<file path="src/rtl/debounce_scan_ctrl.sv">
`default_nettype none
// ============================================================================
// Module   : debounce_scan_ctrl
// Brief    : Time-multiplexed switch debouncer with a round-robin event port.
// Revision : 1.0 - initial release
// ============================================================================
module debounce_scan_ctrl #(
    parameter int N_CH      = 8,
    parameter int N_BOUNCE  = 3,
    parameter int TICK_DIV  = 16,
    parameter int IS_PULLUP = 0
) (
    input  logic                    clk,
    input  logic                    rstn,
    input  logic [N_CH-1:0]         i_sig,
    output logic [N_CH-1:0]         o_sig_debounced,
    output logic                    o_evt_valid,
    input  logic                    i_evt_ready,
    output logic [$clog2(N_CH)-1:0] o_evt_ch,
    output logic                    o_evt_press,
    output logic                    o_evt_drop
);

    localparam int                c_IW        = $clog2(N_CH);
    localparam int                c_PW        = (TICK_DIV > 1) ? $clog2(TICK_DIV) : 1;
    localparam logic              c_OFF       = (IS_PULLUP != 0);
    localparam logic [c_PW-1:0]   c_TICK_LAST = c_PW'(TICK_DIV - 1);
    localparam logic [c_IW-1:0]   c_LAST_CH   = c_IW'(N_CH - 1);
    localparam logic [c_IW-1:0]   c_IDX_ONE   = c_IW'(1);
    localparam logic [c_PW-1:0]   c_PW_ONE    = c_PW'(1);
    localparam logic [N_BOUNCE:0] c_CNT_ONE   = (N_BOUNCE + 1)'(1);
    localparam logic [c_IW:0]     c_NCH_EXT   = (c_IW + 1)'(N_CH);

    generate
        if (TICK_DIV <= N_CH) begin : g_bad_tick_div
            $error("debounce_scan_ctrl: TICK_DIV (%0d) must exceed N_CH (%0d)", TICK_DIV, N_CH);
        end
    endgenerate

    typedef enum logic [0:0] {
        S_IDLE = 1'b0,
        S_SCAN = 1'b1
    } state_t;

    state_t            state_q;
    logic [c_PW-1:0]   presc_q;
    logic [c_IW-1:0]   idx_q;
    logic [c_IW-1:0]   ptr_q;
    logic [N_CH-1:0]   sync1_q;
    logic [N_CH-1:0]   sync2_q;
    logic [N_CH-1:0]   last_q;
    logic [N_CH-1:0]   deb_q;
    logic [N_CH-1:0]   pend_q;
    logic [N_CH-1:0]   pol_q;
    logic [N_BOUNCE:0] cnt_q [N_CH];
    logic              evt_valid_q;
    logic [c_IW-1:0]   evt_ch_q;
    logic              evt_press_q;
    logic              drop_q;

    logic [N_CH-1:0]   pend_d;
    logic              drop_d;

    logic              w_tick;
    logic              w_scan;
    logic              w_sel_sync;
    logic              w_sel_last;
    logic [N_BOUNCE:0] w_sel_cnt;
    logic [N_BOUNCE:0] w_cnt_nxt;
    logic              w_commit;
    logic [N_CH-1:0]   w_set;
    logic [N_CH-1:0]   w_clr;
    logic              w_free;
    logic              w_gnt_found;
    logic [c_IW-1:0]   w_gnt_idx;
    logic [c_IW:0]     w_sum;
    logic [c_IW-1:0]   w_cand;

    assign w_tick = (presc_q == c_TICK_LAST);
    assign w_scan = (state_q == S_SCAN);

    // Shared debounce datapath: only the channel under idx_q is examined.
    always_comb begin
        w_sel_sync = sync2_q[idx_q];
        w_sel_last = last_q[idx_q];
        w_sel_cnt  = cnt_q[idx_q];
        if (w_sel_sync != w_sel_last) begin
            w_cnt_nxt = c_CNT_ONE;
        end else if (w_sel_cnt[N_BOUNCE]) begin
            w_cnt_nxt = w_sel_cnt;
        end else begin
            w_cnt_nxt = w_sel_cnt + c_CNT_ONE;
        end
        w_commit = w_scan && w_sel_cnt[N_BOUNCE] && (w_sel_last != deb_q[idx_q]);
        w_set    = '0;
        if (w_commit) begin
            w_set[idx_q] = 1'b1;
        end
    end

    // Circular search for the first pending channel at or after ptr_q.
    always_comb begin
        w_free      = !evt_valid_q || i_evt_ready;
        w_gnt_found = 1'b0;
        w_gnt_idx   = '0;
        w_sum       = '0;
        w_cand      = '0;
        for (int i = 0; i < N_CH; i++) begin
            w_sum = {1'b0, ptr_q} + (c_IW + 1)'(i);
            if (w_sum >= c_NCH_EXT) begin
                w_sum = w_sum - c_NCH_EXT;
            end
            w_cand = w_sum[c_IW-1:0];
            if (!w_gnt_found && pend_q[w_cand]) begin
                w_gnt_found = 1'b1;
                w_gnt_idx   = w_cand;
            end
        end
        w_clr = '0;
        if (w_free && w_gnt_found) begin
            w_clr[w_gnt_idx] = 1'b1;
        end
        // A new scan event beats a same-cycle grant; only an unreported one counts as lost.
        pend_d = (pend_q & ~w_clr) | w_set;
        drop_d = drop_q | (w_commit && pend_q[idx_q] && !w_clr[idx_q]);
    end

    always_ff @(posedge clk) begin
        if (!rstn) begin
            state_q     <= S_IDLE;
            presc_q     <= '0;
            idx_q       <= '0;
            ptr_q       <= '0;
            sync1_q     <= {N_CH{c_OFF}};
            sync2_q     <= {N_CH{c_OFF}};
            last_q      <= {N_CH{c_OFF}};
            deb_q       <= {N_CH{c_OFF}};
            pend_q      <= '0;
            pol_q       <= '0;
            evt_valid_q <= 1'b0;
            evt_ch_q    <= '0;
            evt_press_q <= 1'b0;
            drop_q      <= 1'b0;
            for (int k = 0; k < N_CH; k++) begin
                cnt_q[k] <= c_CNT_ONE;
            end
        end else begin
            sync1_q <= i_sig;
            sync2_q <= sync1_q;
            presc_q <= w_tick ? '0 : presc_q + c_PW_ONE;
            pend_q  <= pend_d;
            drop_q  <= drop_d;

            case (state_q)
                S_IDLE: begin
                    if (w_tick) begin
                        state_q <= S_SCAN;
                        idx_q   <= '0;
                    end
                end
                S_SCAN: begin
                    last_q[idx_q] <= w_sel_sync;
                    cnt_q[idx_q]  <= w_cnt_nxt;
                    if (w_commit) begin
                        deb_q[idx_q] <= w_sel_last;
                        pol_q[idx_q] <= (w_sel_last != c_OFF);
                    end
                    if (idx_q == c_LAST_CH) begin
                        state_q <= S_IDLE;
                    end else begin
                        idx_q <= idx_q + c_IDX_ONE;
                    end
                end
                default: state_q <= S_IDLE;
            endcase

            if (w_free) begin
                if (w_gnt_found) begin
                    evt_valid_q <= 1'b1;
                    evt_ch_q    <= w_gnt_idx;
                    evt_press_q <= pol_q[w_gnt_idx];
                    ptr_q       <= (w_gnt_idx == c_LAST_CH) ? '0 : w_gnt_idx + c_IDX_ONE;
                end else begin
                    evt_valid_q <= 1'b0;
                end
            end
        end
    end

    assign o_sig_debounced = deb_q;
    assign o_evt_valid     = evt_valid_q;
    assign o_evt_ch        = evt_ch_q;
    assign o_evt_press     = evt_press_q;
    assign o_evt_drop      = drop_q;

endmodule
`default_nettype wire

</file>
<file path="config.mk">
export PLATFORM = sky130hd
export DESIGN_NAME = debounce_scan_ctrl
export DESIGN_NICKNAME = d
export VERILOG_FILES = /design/src/rtl/debounce_scan_ctrl.sv
export SDC_FILE = /design/constraint.sdc
export NUM_CORES = 1
export LEC_CHECK = 0
export BUFFER_PORTS_ARGS = -buffer_cell sky130_fd_sc_hd__buf_4
export CAP_MARGIN = 25
export CORE_MARGIN = 4
export CORE_UTILIZATION = 44
export DETAILED_ROUTE_END_ITERATION = 8
export PLACE_DENSITY_LB_ADDON = 0.2
export SYNTH_ARGS = -nofsm -noshare
export SYNTH_HDL_FRONTEND = slang
export SYNTH_SLANG_ARGS = --single-unit
</file>
<file path="constraint.sdc">
create_clock -name clk -period 6.6 [get_ports clk]
set_input_delay 0.99 -clock clk [delete_from_list [all_inputs] [get_ports clk]]
set_output_delay 0.99 -clock clk [all_outputs]
set_load 0.05 [all_outputs]
</file>
==> results by group <==
Status
  • Status: complete, no violations

Timing
  • RSZ-0062 raised after global routing: false
  • Final Hold Fails: 0
  • Fin Setup TNS: 0 ns
  • Fin crit share: 0.656
  • Max-slew violations: 0
  • Final setup viols: 0
  • FMAX: 231 MHz
  • Final min period: roughly 4.3 ns
  • Worst Hold Slack: roughly 0.43 ns
  • Max_slew headroom: 0.365
  • Post-route clock skew: about 0.0054 ns
  • Tightest Pin Transition: 0.945 ns

Die
  • Chip Width: 115 um
  • Top Ports: 25
  • Die area: 13,100 um2
  • FP Rows: 38
  • Chip Height: 115 um
  • Core area: 11,000 um2
  • Initial Util: 0.454

Worst setup path
  • Worst setup SP type: flip-flop
  • Critical Path RT: 6.82 ns
  • CP endpoint kind: flip-flop
  • Worst R2R Path Depth: 12
  • Worst Setup Path Type: reg2reg
  • Reg2Reg Setup Slack: between 2 and 2.5 ns
  • Start of the worst register-to-register path: ptr_q[1]
  • Crit path DAT: 4.55 ns
  • Max FO, Critical Path: 19
  • Crit Reg-Reg Endpoint: o_evt_press

CTS
  • Post-CTS Hold Buffers: 0
  • CTS Root Cell: clkbuf_16
  • CTS max path bufs: 2
  • Clk pin slew, worst setup/hold paths: 0.06 ns
  • CTS tree: built
  • # resized after CTS: 0
  • CTS H-tree lvls: 3
  • Clock Sinks: 92
  • CTS Buf Count: 9
  • Total setup buffers inserted after CTS: 0
  • Clock Latency Late Sink: 0.34 ns

Placed design
  • Post-place instance area: 5210 um2
  • Final HPWL DP: a little under 9 mm
  • Port Buffers: 24
  • Routability Congestion: 0.895
  • Placed insts: 650

Synthesis
  • Sequential area share after synthesis: 0.433
  • Top post-synthesis cells by count: 60 x dfxtp_1, 60 x nor2_1, 57 x nand2_1, 32 x edfxtp_1, 27 x mux2i_1
  • Synth Net Count: 537
  • Synth unique cells: 58
  • Fraction of registers with async set/reset: 0
  • Largest area contributor in the netlist: dfxtp_1
  • Largest cells by area after synthesis: dfxtp_1 24%, edfxtp_1 19%, mux4_2 7.7%
  • Mean Syn Cell Area: 9.60 um2
  • Commonest register cell after synthesis: dfxtp_1
  • Yosys top cell area share: 0.241
  • Syn Inst Count: 520
  • Number of synthesized register bits: 92
  • EDFF count, synth: 32
  • Synth warn: 0
  • Synthesized area: 4990 um2

Layout
  • Fin area: 5530 um2
  • Area of the multi-input gates: 2610 um2
  • Synth-to-layout area growth: 10.8%
  • Ratio of cells with drive above 1 in the final layout: 0.148
  • Layout Utilization: 0.504
  • Layout Nets: 538
  • # fillers: 1,000
  • Ant diodes: 0
  • Final cell count without fillers: 666
  • Reg area: roughly 2200 um2

Worst hold path
  • Worst Hold End: sync2_q[4]
  • Min-delay src: sync1_q[4]
  • Hold Path Stages: 1
  • Hold WC Path Type: reg2reg

Routing
  • Iteration-0 DRC count of the detailed router: roughly 350
  • Avg WL per Cell: 18.0 um
  • DRC Markers: 0
  • Pre-antenna DRT Iters: 5
  • Via count: 3,931
  • Detail Route Antenna Nets: 0
  • DRT Wirelength: 12.0 mm
  • Via density per instance: 5.90

Pwr
  • Switching share of power: 0.199
  • NetSw: 0.235 mW
  • Static leakage: just under 2 nW
  • Clock power frac: 0.465
  • Sequential power share: 0.508
  • Power Density: about 210 nW/um2
  • Peak VDD IR: 160 uV
  • Comb power frac: 0.027
  • Int Pwr: 0.946 mW

Global routing
  • First-pass GRT wire length: 19.8 mm
  • Initial antenna violation count: 0
  • Largest net degree at the start of global routing: 42
  • GR Overflow Total: 0
  • Number of global-route vias before repair: ~3,800
  • Total GRT Usage: 0.191

Flow run
  • Max-Cap Viols: 0
-- sequential cells by signal, summed over array words and instances, names as in the netlist, named ones only --
register,count
last_q,8
presc_q,4
ptr_q,3
o_evt_drop,1
state_q,1
cnt_q,32
o_sig_debounced,8
sync2_q,8
o_evt_ch,3
idx_q,3
o_evt_press,1
pend_q,8
o_evt_valid,1
sync1_q,8
-- logic make-up after synthesis --
group                    Yosys count  synth area share
AND/OR/NAND/NOR                  199             0.188
AO/OA/AOI/OAI                     99             0.136
flip-flops                        92             0.433
multiplexers                      59             0.165
buffers and inverters             55            0.0446
XOR/XNOR                          10            0.0175
adder cells (fa/ha/maj)            6            0.0150
-- area by class of cell --
| cell class | count | share of cell area |
|---|---|---|
| Clock buffer | 11 | 0.0428 |
| Clock inverter | 5 | 0.0154 |
| Inverter | 19 | 0.0129 |
| Multi-Input combinational cell | 373 | 0.471 |
| Sequential cell | 92 | 0.391 |
| Tap cell | 140 | 0.0317 |
| Timing Repair Buffer | 26 | 0.0353 |
-- worst max path at each step --
stage,slack [ns],cells past startpoint,start,to
final,2.27,12,ptr_q[1],o_evt_press
after detailed placement,2.33,12,ptr_q[1],o_evt_drop
after global routing,1.92,12,ptr_q[1],o_evt_drop
after CTS,2.33,12,ptr_q[1],o_evt_drop
after floorplan,2.70,16,ptr_q[1],o_evt_drop
after global placement,2.43,12,ptr_q[1],o_evt_drop
-- per-layer routing --
layer	GRT usage	part of all wire
met5	0	0
met4	0.0721	0.016
met3	0.0301	0.056
met2	0.284	0.46
met1	0.278	0.47
-- power groups by stage --
stage	Combinational [mW]	Clock (mW)	Sequential (mW)
6_report	0.0320	0.550	0.600
5_1_grt	0.0365	0.588	0.600
4_1_cts	0.0325	0.561	0.600
3_5_place_dp	0.0325	0	0.612
3_3_place_gp	0.0315	0	0.612
2_1_floorplan	0.0214	0	0.611
-- cell usage in the layout (no fill, tap or decap), types with 2 or more instances in the layout --
cell type and count:
a211oi_1 3, a21oi_1 23, a221oi_1 2, a22o_1 2, a22oi_1 11, a31oi_1 5, and2_1 22, and3_1 4
buf_4 26, bufinv_16 2, clkbuf_16 9, clkinv_1 2, dfxtp_1 60, edfxtp_1 32, ha_1 6, inv_1 17
mux2_2 13, mux2i_1 27, mux4_2 17, nand2_1 57, nand2b_1 5, nand3_1 26, nor2_1 60, nor2b_1 8
nor3_1 4, nor3b_1 3, nor4_1 2, o2111ai_1 2, o211ai_1 3, o21a_1 4, o21ai_0 19, o21ai_1 2
o221ai_1 5, o31ai_1 4, o32a_1 3, o32ai_1 2, xnor2_1 7, xor2_1 3
-- stage by stage --
step / power [mW] / worst slack [ns]
3_3_place_gp: 0.643 / 2.43
2_1_floorplan: 0.632 / 2.70
5_1_grt: 1.22 / 1.92
3_5_place_dp: 0.645 / 2.33
6_report: 1.18 / 2.27
4_1_cts: 1.19 / 2.33
-- critical path, cell delays in order (launching register included) --
cell	delay, ns
dfxtp_1	0.81
inv_1	0.21
ha_1	0.71
mux2_2	0.40
a31oi_1	0.20
and4_1	0.26
o21ai_2	0.11
nor4b_1	0.41
o32a_1	0.43
mux2i_1	0.23
mux2i_1	0.10
o21ai_0	0.24
a21oi_1	0.10
Note: power is estimated with default switching activity, not from simulation.
